### src/rtl/mac_feeder_pkg.sv
// Shared constants for the MAC operand feeder:
// register offsets, CTRL/STATUS bit positions and FSM states.
package mac_feeder_pkg;

  localparam logic [1:0] ADR_DATA   = 2'd0;
  localparam logic [1:0] ADR_CTRL   = 2'd1;
  localparam logic [1:0] ADR_STATUS = 2'd2;
  localparam logic [1:0] ADR_LEN    = 2'd3;

  localparam int CTRL_START = 0;
  localparam int CTRL_FLUSH = 1;
  localparam int CTRL_OVCLR = 2;

  localparam int ST_EMPTY   = 0;
  localparam int ST_FULL    = 1;
  localparam int ST_BUSY    = 2;
  localparam int ST_OVF     = 3;
  localparam int ST_CNT_LSB = 4;
  localparam int ST_REM_LSB = 16;

  typedef enum logic [1:0] {
    S_IDLE = 2'd0,
    S_RUN  = 2'd1,
    S_DONE = 2'd2
  } state_e;

endpackage

### src/rtl/mac_op_fifo.sv
// Synchronous operand FIFO. A push into a full FIFO is
// accepted only when a pop frees a slot in the same cycle.
module mac_op_fifo #(
  parameter int W     = 32,
  parameter int DEPTH = 8,
  parameter int CW    = $clog2(DEPTH) + 1
) (
  input  logic          clk_i,
  input  logic          rst_i,
  input  logic          push_i,
  input  logic [W-1:0]  data_i,
  input  logic          pop_i,
  input  logic          flush_i,
  output logic [W-1:0]  data_o,
  output logic          full_o,
  output logic          empty_o,
  output logic [CW-1:0] count_o
);

  localparam int AW = $clog2(DEPTH);

  logic [W-1:0]  mem_q [DEPTH];
  logic [AW-1:0] wr_q;
  logic [AW-1:0] rd_q;
  logic [CW-1:0] cnt_q;
  logic          do_push;
  logic          do_pop;

  assign empty_o = (cnt_q == '0);
  assign full_o  = (cnt_q == CW'(DEPTH));
  assign count_o = cnt_q;
  assign data_o  = mem_q[rd_q];
  assign do_pop  = pop_i & ~empty_o;
  assign do_push = push_i & (~full_o | do_pop);

  // Pointers wrap naturally since DEPTH is a power of two.
  always_ff @(posedge clk_i) begin
    if (rst_i || flush_i) begin
      wr_q  <= '0;
      rd_q  <= '0;
      cnt_q <= '0;
    end else begin
      if (do_push) wr_q <= wr_q + AW'(1);
      if (do_pop)  rd_q <= rd_q + AW'(1);
      cnt_q <= cnt_q + CW'(do_push) - CW'(do_pop);
    end
  end

  // Storage array; contents are meaningless while empty.
  always_ff @(posedge clk_i) begin
    if (do_push && !flush_i && !rst_i) mem_q[wr_q] <= data_i;
  end

endmodule

### src/rtl/mac_operand_feeder.sv
// Wishbone-fed operand FIFO that streams LEN-beat bursts
// of {weights, activation} pairs to a MAC stage.
module mac_operand_feeder
  import mac_feeder_pkg::*;
#(
  parameter int BITS  = 16,
  parameter int DEPTH = 8
) (
  input  logic            wb_clk_i,
  input  logic            wb_rst_i,
  input  logic            wbs_cyc_i,
  input  logic            wbs_stb_i,
  input  logic            wbs_we_i,
  input  logic [3:0]      wbs_sel_i,
  input  logic [31:0]     wbs_dat_i,
  input  logic [31:0]     wbs_adr_i,
  output logic            wbs_ack_o,
  output logic [31:0]     wbs_dat_o,
  output logic            op_valid_o,
  input  logic            op_ready_i,
  output logic [BITS-1:0] op_a_o,
  output logic [15:0]     op_b_o,
  output logic            op_last_o,
  output logic            irq_o
);

  localparam int CW = $clog2(DEPTH) + 1;
  localparam int FW = BITS + 16;

  state_e        state_q;
  logic [7:0]    rem_q;
  logic [7:0]    len_q;
  logic          ovf_q;
  logic          ack_q;
  logic [31:0]   dat_q;

  logic          wb_req;
  logic [1:0]    adr;
  logic          data_wr;
  logic          ctrl_wr;
  logic          start;
  logic          flush;
  logic          ovclr;
  logic          pop;
  logic          busy;
  logic          full;
  logic          empty;
  logic [CW-1:0] cnt;
  logic [FW-1:0] head;
  logic [31:0]   status;
  logic [31:0]   rdata;
  logic          unused_ok;

  assign adr     = wbs_adr_i[3:2];
  assign wb_req  = wbs_cyc_i & wbs_stb_i & ~ack_q;
  assign data_wr = wb_req & wbs_we_i & (adr == ADR_DATA)
                 & (wbs_sel_i == 4'hF);
  assign ctrl_wr = wb_req & wbs_we_i & (adr == ADR_CTRL);
  assign start   = ctrl_wr & wbs_dat_i[CTRL_START];
  assign flush   = ctrl_wr & wbs_dat_i[CTRL_FLUSH];
  assign ovclr   = ctrl_wr & wbs_dat_i[CTRL_OVCLR];

  assign busy       = (state_q == S_RUN);
  assign op_valid_o = busy & ~empty;
  assign pop        = op_valid_o & op_ready_i;
  assign op_a_o     = head[BITS-1:0];
  assign op_b_o     = head[FW-1:BITS];
  assign op_last_o  = op_valid_o & (rem_q == 8'd1);
  assign irq_o      = (state_q == S_DONE);
  assign wbs_ack_o  = ack_q;
  assign wbs_dat_o  = dat_q;

  assign unused_ok = ^{wbs_adr_i[31:4], wbs_adr_i[1:0], wbs_dat_i};

  mac_op_fifo #(
    .W     (FW),
    .DEPTH (DEPTH),
    .CW    (CW)
  ) u_fifo (
    .clk_i   (wb_clk_i),
    .rst_i   (wb_rst_i),
    .push_i  (data_wr & ~flush),
    .data_i  ({wbs_dat_i[31:16], wbs_dat_i[BITS-1:0]}),
    .pop_i   (pop),
    .flush_i (flush),
    .data_o  (head),
    .full_o  (full),
    .empty_o (empty),
    .count_o (cnt)
  );

  // STATUS word and read-data mux.
  always_comb begin
    status                   = '0;
    status[ST_EMPTY]         = empty;
    status[ST_FULL]          = full;
    status[ST_BUSY]          = busy;
    status[ST_OVF]           = ovf_q;
    status[ST_CNT_LSB +: 8]  = 8'(cnt);
    status[ST_REM_LSB +: 8]  = rem_q;
    rdata                    = '0;
    case (adr)
      ADR_STATUS: rdata = status;
      ADR_LEN:    rdata = {24'b0, len_q};
      default:    rdata = '0;
    endcase
  end

  // Bus side: one-cycle ack, read data, LEN and overflow flag.
  always_ff @(posedge wb_clk_i) begin
    if (wb_rst_i) begin
      ack_q <= 1'b0;
      dat_q <= '0;
      len_q <= '0;
      ovf_q <= 1'b0;
    end else begin
      ack_q <= wb_req;
      if (wb_req) dat_q <= wbs_we_i ? 32'h0 : rdata;
      if (wb_req && wbs_we_i && adr == ADR_LEN)
        len_q <= wbs_dat_i[7:0];
      if (ovclr)
        ovf_q <= 1'b0;
      else if (data_wr && full && !pop && !flush)
        ovf_q <= 1'b1;
    end
  end

  // Burst FSM; flush abandons a burst without an interrupt.
  always_ff @(posedge wb_clk_i) begin
    if (wb_rst_i) begin
      state_q <= S_IDLE;
      rem_q   <= '0;
    end else if (flush) begin
      state_q <= S_IDLE;
      rem_q   <= '0;
    end else begin
      case (state_q)
        S_IDLE: begin
          if (start && len_q != 8'd0) begin
            state_q <= S_RUN;
            rem_q   <= len_q;
          end
        end
        S_RUN: begin
          if (pop) begin
            rem_q <= rem_q - 8'd1;
            if (rem_q == 8'd1) state_q <= S_DONE;
          end
        end
        S_DONE:  state_q <= S_IDLE;
        default: state_q <= S_IDLE;
      endcase
    end
  end

endmodule

### config.mk
export PLATFORM = sky130hd
export DESIGN_NAME = mac_operand_feeder
export DESIGN_NICKNAME = d
export VERILOG_FILES = /design/src/rtl/mac_feeder_pkg.sv /design/src/rtl/mac_op_fifo.sv /design/src/rtl/mac_operand_feeder.sv
export SDC_FILE = /design/constraint.sdc
export NUM_CORES = 1
export LEC_CHECK = 0
export BUFFER_PORTS_ARGS = -buffer_cell sky130_fd_sc_hd__buf_4
export CORE_ASPECT_RATIO = 1.25
export CORE_UTILIZATION = 60
export DETAILED_ROUTE_END_ITERATION = 8
export PLACE_DENSITY = 0.89
export SLEW_MARGIN = 10
export SYNTH_ARGS = -nofsm -noshare
export SYNTH_HDL_FRONTEND = slang
export SYNTH_HIERARCHICAL = 1
export SYNTH_SLANG_ARGS = --single-unit
### constraint.sdc
create_clock -name wb_clk_i -period 10.95 [get_ports wb_clk_i]
set_input_delay 2.19 -clock wb_clk_i [delete_from_list [all_inputs] [get_ports wb_clk_i]]
set_output_delay 2.19 -clock wb_clk_i [all_outputs]
set_load 0.02 [all_outputs]
==> metrics.txt <==
outcome=finished clean; via count=6622; Clock Latency Late Sink=0.53 ns; Post-CTS Hold Buffers=0; period utilization=0.465; post-synthesis register bit count=305; fraction of layout cells with a size suffix above 1=0.296; worst-path cell chain=mux4_1 > mux2_2 > buf_4; First-pass DRT Iterations=7; CTS root buffer=clkbuf_16; FF-to-FF Start=u_fifo/count_o[2]; count of pins over their slew limit=0; Core Rows=between 50 and 60; clk sinks=roughly 310; CP Buf/Inv Count=1; 1st-iter DRT viols=~540; gpl congestion=about 0.9; Worst-path clk slew=0.06 ns; Post-synth EDFFs=between 200 and 300; drt drc=0; fin area=0.0142 mm^2; R2R depth=11; slew margin rel.=0.218; combinational share of power=0.019; CTS tree=yes; hold_sp=u_fifo/rd_q[2]; Synth top cells by count=edfxtp_1, dfxtp_1, mux4_1; synth unique cells=62; Filler cells=1198; most common cell in the netlist=edfxtp_1; Mapped Area=0.0123 mm^2; Crit Path Class=flip-flop to output pin; reg2reg setup slack=7.16 ns; top cell family by delay on the critical path=flip-flops; starting density of the core=0.613; max incr delay on CP=between 1 and 1.5 ns; Post-layout nets=about 840; DP Area=between 0.01 and 0.015 mm^2; antenna violations before repair=0; HPWL after detailed placement=14800 um; Critical Path End Type=output pin; buffer count from post-CTS setup fixing=0; Total Routing Usage GR=0.260; H-Tree Level Count=1; switching power of the nets=437 uW; Hold Crit Class=flip-flop to flip-flop; WP data required=8.76 ns; reg2reg end=u_fifo/mem_q[5][25]; final WL=26600 um; Syn Inst Count=roughly 650; CTS Buf Count=28; crit-path max FO=64; I/O pins=142; LEAKAGE=0.00473 uW; post_cts resized=0; Tot Pwr=2260 uW; Mean Syn Cell Area=18.9 um^2; TNS Setup=0 ns; P&R area growth vs syn=15.2%; number of global-route vias before repair=6793; power per standard cell area=159 mW/mm^2; fmax=196 MHz; peak supply drop=0.143 mV; antenna violation net count after detailed routing=0; hold violation total from the final report=0; asr flop ratio synth=0; fin util=0.706; Max Cap Viol=0; Seq/Total Area, Yosys=0.704; Clk pwr share=0.425; chip width=roughly 130 um; RSZ-0062 raised after global routing=false; final setup fails=0; ys flop type=edfxtp_1; Hold Path Stages=2; DIE HEIGHT=162 um; Core Box Area=0.0201 mm^2; Clock Skew=~0.014 ns; area occupied by multi-input gates=0.00342 mm^2; gr ovfl total=0; first-pass GRT wire length=39500 um; sequential share of power=0.556; switching power share of the total=0.193; Yosys top cell area share=0.624; Synth area leader=edfxtp_1; crit path time final=5.09 ns; Warnings, synthesis=6; crit path DAT=2.90 ns; via/cell ratio=6.30; largest net degree at the start of global routing=65; Setup crit start kind=flip-flop; Critical-path top delay cell=dfxtp_4; PortBufs=95; cell-internal power=1820 uW; Max Root-Sink Buffers=3; register area=0.00867 mm^2; top area cells in the synthesized netlist=edfxtp_1, mux4_1, dfxtp_1; die area=0.0211 mm^2; wire per inst=25.3 um; antenna cells=0; Tightest Pin Transition=between 1 and 1.5 ns
[final cells by class]
class | count | area share
sequential | 305 | 0.612
tap | 270 | 0.0238
timing repair buffer | 104 | 0.0550
multi-input combinational | 307 | 0.241
inverter | 13 | 0.00344
clock inverter | 13 | 0.00873
clock buffer | 39 | 0.0559
[power groups by stage]
| stage | clock [uW] | sequential, uW | combinational (uW) |
|---|---|---|---|
| floorplan | 0 | 1280 | 19.2 |
| global placement | 0 | 1280 | 39.4 |
| detailed placement | 0 | 1280 | 42.9 |
| CTS | 976 | 1260 | 43.4 |
| global route | 1020 | 1260 | 47.3 |
| finish | 961 | 1260 | 43.7 |
[worst register-to-register path: cells and delay by family, from the launching register on]
kind | cells | cell delay [ns]
adders and majority gates | 1 | 0.23
DFF | 1 | 0.35
AOI/OAI and AO/OA | 1 | 0.44
and+or+nand+nor | 5 | 1.48
buffers and inverters | 4 | 0.92
[layer usage]
layer,global-route usage,up-vias,part of all wire
li1,-,2870,-
met1,0.319,3378,0.37
met2,0.462,308,0.53
met3,0.0392,66,0.063
met4,0.0967,0,0.029
met5,0,-,0
[worst max path at each step]
stage          startpoint                  end  slack (ns)  cells past startpoint
6_report        flip-flop           op_b_o[15]        5.86                      3
5_1_grt         flip-flop            op_a_o[6]        5.75                      3
4_1_cts         flip-flop           op_b_o[15]        5.83                      3
3_5_place_dp     wbs_we_i  u_fifo/mem_q[5][27]        5.92                      6
3_3_place_gp     wbs_we_i  u_fifo/mem_q[5][30]        5.96                      6
2_1_floorplan    wbs_we_i   u_fifo/mem_q[1][0]        4.17                      4
[placed cells by master, fill, tap and decap left out, types with 7 or more instances in the layout]
cell type / netlist / final
mux2i_1: 12 / 12
a222oi_1: 8 / 8
a22oi_1: 9 / 9
inv_1: 12 / 12
nand2_1: 18 / 18
conb_1: 1 / 16
dfxtp_1: 49 / 46
nand3_1: 9 / 9
ha_1: 9 / 9
clkbuf_1: 7 / 7
a21oi_1: 16 / 16
mux4_1: 40 / 40
nor2_1: 34 / 30
clkbuf_16: 0 / 29
buf_4: 16 / 104
mux2_2: 32 / 32
mux4_2: 24 / 24
edfxtp_1: 256 / 256
[state kept, by name, summed over array words and instances (netlist names), named ones only]
signal,count
u_fifo/wr_q,3
len_q,8
u_fifo/mem_q,256
rem_q,8
ovf_q,1
state_q,2
u_fifo/count_o,4
wbs_dat_o,16
wbs_ack_o,1
u_fifo/rd_q,3
[cell families after synthesis]
logic type | after synthesis | share of synthesized area
buffers and inverters | 56 | 0.0271
XOR/XNOR | 2 | 0.00142
AO/OA/AOI/OAI | 61 | 0.0375
flip-flops | 305 | 0.704
AND/OR/NAND/NOR | 110 | 0.0509
other | 1 | 0.000304
multiplexers | 108 | 0.168
adder cells (fa/ha/maj) | 10 | 0.0108
[through the flow]
stage          hold WS (ns)  std cells  setup WS, ns
3_5_place_dp          0.492        999          5.92
6_report              0.519       1051          5.86
2_1_floorplan         0.452        668          4.17
3_3_place_gp          0.472        999          5.96
5_1_grt               0.545       1051          5.75
4_1_cts               0.510       1051          5.83
No activity file was read; power rests on OpenSTA's default activity.
